<file path="src/rtl/truth_table_sequencer.sv">
// truth_table_sequencer: sweeps all N_IN-bit vectors into a gate and checks its output against reduction-AND.
// Optional comparator and error capture compiled in with `define TTSEQ_CHECK_EN.
module truth_table_sequencer #(
    parameter int N_IN = 2,
    parameter int HOLD = 2
) (
    input  logic            i_clk,
    input  logic            i_rst_n,
    input  logic            i_start,
    output logic [N_IN-1:0] o_vec,
    input  logic            i_dut_out,
    output logic            o_busy,
    output logic            o_done,
    output logic [N_IN:0]   o_err_cnt,
    output logic [N_IN-1:0] o_first_err_vec,
    output logic            o_pass
);
    localparam int HW = $clog2(HOLD + 1);

    typedef enum logic [1:0] {IDLE, RUN, DONE} state_t;

    state_t          state_q, state_d;
    logic [N_IN-1:0] vec_q, vec_d;
    logic [HW-1:0]   hold_q, hold_d;
    logic            busy_q, busy_d;
    logic            done_q, done_d;
    logic [N_IN:0]   err_q, err_d, err_n;
    logic [N_IN-1:0] first_q, first_d, first_n;
    logic            pass_q, pass_d, pass_n;
    logic            last;

    assign last = hold_q == HW'(HOLD - 1);

`ifdef TTSEQ_CHECK_EN
    logic miss;
    assign miss    = state_q == RUN && last && (i_dut_out != &vec_q);
    assign err_n   = miss ? err_q + 1'b1 : err_q;
    assign first_n = (miss && err_q == '0) ? vec_q : first_q;
    assign pass_n  = err_n == '0;
`else
    logic unused_dut;
    assign unused_dut = i_dut_out;
    assign err_n      = '0;
    assign first_n    = '0;
    assign pass_n     = 1'b1;
`endif

    always_comb begin
        state_d = state_q;
        vec_d   = vec_q;
        hold_d  = hold_q;
        busy_d  = busy_q;
        done_d  = 1'b0;
        err_d   = err_q;
        first_d = first_q;
        pass_d  = pass_q;
        case (state_q)
            IDLE: if (i_start) begin
                state_d = RUN;
                vec_d   = '0;
                hold_d  = '0;
                busy_d  = 1'b1;
                err_d   = '0;
                first_d = '0;
                pass_d  = 1'b0;
            end
            RUN: begin
                err_d   = err_n;
                first_d = first_n;
                if (!last) begin
                    hold_d = hold_q + 1'b1;
                end else if (&vec_q) begin
                    // vec returns to 0 here so o_vec reads 0 in DONE
                    state_d = DONE;
                    vec_d   = '0;
                    busy_d  = 1'b0;
                    done_d  = 1'b1;
                    pass_d  = pass_n;
                end else begin
                    vec_d  = vec_q + 1'b1;
                    hold_d = '0;
                end
            end
            default: state_d = IDLE;
        endcase
    end

    always_ff @(posedge i_clk or negedge i_rst_n) begin
        if (!i_rst_n) begin
            state_q <= IDLE;
            vec_q   <= '0;
            hold_q  <= '0;
            busy_q  <= 1'b0;
            done_q  <= 1'b0;
            err_q   <= '0;
            first_q <= '0;
            pass_q  <= 1'b0;
        end else begin
            state_q <= state_d;
            vec_q   <= vec_d;
            hold_q  <= hold_d;
            busy_q  <= busy_d;
            done_q  <= done_d;
            err_q   <= err_d;
            first_q <= first_d;
            pass_q  <= pass_d;
        end
    end

    assign o_vec           = vec_q;
    assign o_busy          = busy_q;
    assign o_done          = done_q;
    assign o_err_cnt       = err_q;
    assign o_first_err_vec = first_q;
    assign o_pass          = pass_q;
endmodule

</file>
<file path="config.mk">
export PLATFORM = sky130hd
export DESIGN_NAME = truth_table_sequencer
export DESIGN_NICKNAME = d
export VERILOG_FILES = /design/src/rtl/truth_table_sequencer.sv
export SDC_FILE = /design/constraint.sdc
export NUM_CORES = 1
export LEC_CHECK = 0
export ABC_AREA = 1
export CAP_MARGIN = 10
export CORE_AREA = 2 2 39 41
export CTS_CLUSTER_DIAMETER = 80
export DETAILED_ROUTE_END_ITERATION = 7
export DIE_AREA = 0 0 41 43
export PLACE_DENSITY = 0.69
export SYNTH_ARGS = -nofsm -noshare
export SYNTH_HDL_FRONTEND = slang
export SYNTH_SLANG_ARGS = --single-unit
export TNS_END_PERCENT = 5
</file>
<file path="constraint.sdc">
create_clock -name i_clk -period 1.3 [get_ports i_clk]
set_input_delay 0.195 -clock i_clk [delete_from_list [all_inputs] [get_ports i_clk]]
set_output_delay 0.195 -clock i_clk [all_outputs]
set_load 0.05 [all_outputs]
</file>
# After elaboration in Yosys (flattened, before gate mapping)
# Cells that the tools add are included.
[classes]
n_reduce_logical = 8
add_sub_neg = 2
eq_ne = 6
n_mux = 25
[ops]
columns = ["cell", "count"]
rows = [
  ["2-bit 2-to-1 mux", 8],
  ["2-bit case mux with 2 select lines", 4],
  ["1-bit 2-to-1 mux", 9],
  ["3-bit AND reduction", 3],
  ["2-bit inequality test, second input constant", 3],
  ["3-bit case mux with 2 select lines", 1],
  ["2-bit by 1-bit adder with 2-bit output, second input constant", 2],
  ["2-bit by 1-bit equality test with 1-bit output, second input constant", 2],
  ["1-bit case mux with 2 select lines", 2],
  ["2-bit AND reduction", 2],
  ["4-bit AND reduction", 1],
  ["3-bit 2-to-1 mux", 1],
  ["3-bit inequality test, second input constant", 1],
  ["2-bit logical NOT", 1],
  ["2-bit nonzero test", 1],
]
[totals]
inputBits = 4
reg_bits = 14
word_cells = 49
out_inout_bits = 10

# Depth between registers and ports, before layout
[depth]
word_depth = 4
depth_mapped = 7
ltp_nobuf = 7

# Least setup slack after synthesis
# No wires, ideal clock.
[synth_timing]
path_type = "flip-flop to flip-flop"
startpoint = "register vec_q[0], in the netlist o_vec[0]"
endpoint = "register busy_q, in the netlist o_busy"
stages_incl_launch_ff = 7
period_less_slack_ns = 1.386
t_arrival_ns = 1.266
slack_ns = -0.086
n_path_buf = 0
setup_time_ns = 0.119
required_ns = 1.181
cell_sequence = "dfrtp_1 -> ha_1 -> inv_1 -> a21oi_1 -> nand3_1 -> nand2_1 -> nand2_1"
[synth_between]
elab_chain_cells = 3
[synth_rtl]
columns = ["element", "line_no", "text"]
rows = [
  ["from (decl)", "23", "logic [N_IN-1:0] vec_q, vec_d;"],
  ["from (signal assigned)", "100", "vec_q <= vec_d;"],
  ["2-bit AND reduction", "72", "end else if (&vec_q) begin"],
  ["2-bit inequality test (no line)", "n/a", ""],
  ["4-bit AND reduction (no line)", "n/a", ""],
  ["to (signal assigned)", "102", "busy_q <= busy_d;"],
  ["to (decl)", "25", "logic busy_q, busy_d;"],
]
# No other way between the ends.
# A chain may end at the register's enable or synchronous reset.

# Worst setup path in the final report
[layout_timing]
startpoint = "register vec_q[0], in the netlist o_vec[0]"
endpoint = "register pass_q, in the netlist o_pass"
[layout_between]
elab_chain_cells = 3
[layout_rtl]
columns = ["element", "line_no", "text"]
rows = [
  ["2-bit AND reduction", "72", ""],
  ["2-bit inequality test (no line)", "n/a", ""],
  ["4-bit AND reduction (no line)", "n/a", ""],
  ["to (signal assigned)", "106", "pass_q <= pass_d;"],
  ["to (decl)", "29", "logic pass_q, pass_d, pass_n;"],
]
# No other way between the ends.

==> results.ini <==
[status]
outcome = finished clean

[cts]
clkLatencyLatePin_ns = 0.25
cts_root_buf = clkbuf_4
ctsResizeCount = 0
clock-sinks = 9
cts_made_buffers = 3
cts_tree = yes
ctsHoldBuffers = 0
clkTransAtPathRegs_ns = 0.06
cts_setup_buffers = 0
h-tree-depth = 1
cts_max_path_buffers = 2

[finish]
num-nets-final = 70
fin_util_pct = 42.68
antenna_cells = 0
drive_above_1_share_pct = 23.44
final_common_cell = nand2_1
synthToLayoutAreaGrowth_pct = 32.96
final_cell_mix = nand2_1 (16), dfrtp_1 (7), inv_1 (6), nand3_1 (6)

[timing]
hold_violations = 0
hold_ws_ns = 0.2365
skew_ns = 0.001354
setup_viol = 0
rsz0062_at_grt = false
fin_crit_ns = 1.153
max_freq_mhz = 867.3
timing.final.max_slew_violations = 0
fin_tns_setup_ns = 0
fin_crit_sh_pct = 88.69

[grt]
grtUsageMet3_pct = 1.571
grt_usage_pct = 9.786
grt_max_degree = 10
grt_overflow_total = 0
grt-busiest-layer = met1
grt_use_met2_pct = 11.88
antenna_found_initial = 0
grt_pass1_vias = 304
grt_first_pass_wirelength_um = 1159
grtUsageMet1_pct = 14.53

[routing]
num_vias = 336
avgRoutedWirePerCell_um = 9.038
routed_wl_um = 723
drc = 0
detail-route-antenna-nets = 0
post_drt_via_cell_ratio = 4.200
first_pass_iters = 2
drtIter0Drc = 4

[logic_synthesis]
synth_top_area_share_pct = 50.70
ys_ff_latch = 9
yosysUniqueCellTypes = 12
syn_inst = 54
synth_area_sq_um = 444.2
yosysWarnings = 0
yosysTopAreaCell = dfrtp_1
synth-seq-area-share_pct = 50.70
syn_area_per_cell_sq_um = 8.225
synth_area_leaders = dfrtp_1 (51%), nand2_1 (14%), buf_4 (8.5%)

[worst_setup_path]
cp_data_arrival_time_ns = 1.29
worstRegToRegCells = 6
r2r_setup_slack_ns = 0.15
reg2reg_to = o_pass
r2r-start = o_vec[0]
startpoint_type = flip-flop
cp-end-kind = flip-flop
worst-path-max-fanout = 4
path_class = reg2reg
crit_required_ns = 1.44

[place]
gp_congestion = 0.7855
portBuffers = 7
hpwl_um = 588.3

[die]
row_count = 14
fp.dieW_um = 41
dieArea_sq_um = 1763
start_util_pct = 32.10
core_area_sq_um = 1384
die_y_um = 43
ios = 14

[worst_hold_path]
hp-class = in2async

[power_and_ir_drop]
leakage_nw = 0.3273
peakVddDrop_mv = 0.8394
powerDensity_nw_per_um2 = 2707

[job]
cap_violations = 0

## registers in the layout (all words and copies together), names as in the netlist
signal and count:
hold_q 2, o_busy 1, o_done 1, o_pass 1, o_vec 2, state_q 2
## stage by stage
| step | setup slack [ns] | area [sq um] | power [mW] | std cells |
|---|---|---|---|---|
| 2_1_floorplan | 0.07304 | 461.7 | 1.040 | 58 |
| 3_3_place_gp | 0.1494 | 564.3 | 1.388 | 76 |
| 3_5_place_dp | 0.1423 | 564.3 | 1.408 | 76 |
| 4_1_cts | 0.1369 | 590.6 | 1.623 | 80 |
| 5_1_grt | 0.04728 | 590.6 | 1.716 | 80 |
| 6_report | 0.1470 | 590.6 | 1.599 | 80 |
## per-layer routing
| metal | share of wire, % | vias up | wire, um |
|---|---|---|---|
| met3 | 2.5 | 0 | 18 |
| met1 | 47 | 158 | 341 |
| li1 | - | 174 | - |
| met2 | 50 | 4 | 362 |
| met5 | 0 | - | 0 |
| met4 | 0 | 0 | 0 |
## layout make-up
cell class                 instances  area [sq um]
sequential                         9         227.7
inverter                           8         30.03
timing repair buffer               7         120.1
fill                             151         793.3
tap                               16         20.02
multi-input combinational         36         166.4
clock buffer                       4         26.28
## critical path, stage by stage, from the launching register on
cell,delay (ns)
dfrtp_2,0.40
ha_1,0.24
inv_1,0.06
a21oi_1,0.12
nand3_1,0.10
nand2_1,0.07
nand2_1,0.04
## worst max-delay path by stage
stage          startpoint  cells after the start       end
2_1_floorplan    o_vec[0]                      6    o_busy
3_3_place_gp      i_start                      6  o_vec[0]
5_1_grt          o_vec[0]                      6    o_pass
3_5_place_dp     o_vec[0]                      6    o_pass
4_1_cts          o_vec[0]                      6    o_pass
6_report         o_vec[0]                      6    o_pass
## kinds of logic after synthesis
kind of cell	after synthesis	synth area share, %
AO/OA/AOI/OAI	2	2.254
adder cells (fa/ha/maj)	1	2.816
buffers and inverters	13	15.21
flip-flops	9	50.71
other	1	0.8443
AND/OR/NAND/NOR	28	28.17
## power breakdown
| part | total (mW) | switching (mW) | internal (mW) | leakage [nW] |
|---|---|---|---|---|
| logic | 0.901 | 0.524 | 0.377 | 0.200 |
| clock network | 0.204 | 0.0863 | 0.118 | 0.0150 |
| registers | 0.493 | 0.107 | 0.387 | 0.112 |
## Yosys cell counts (all sizes together)
cell	n
buf	5
conb	1
dfrtp	9
nor2	4
nand2	18
nand3	6
ha	1
a21oi	2
inv	8
Note: power is estimated with default switching activity, not from simulation.
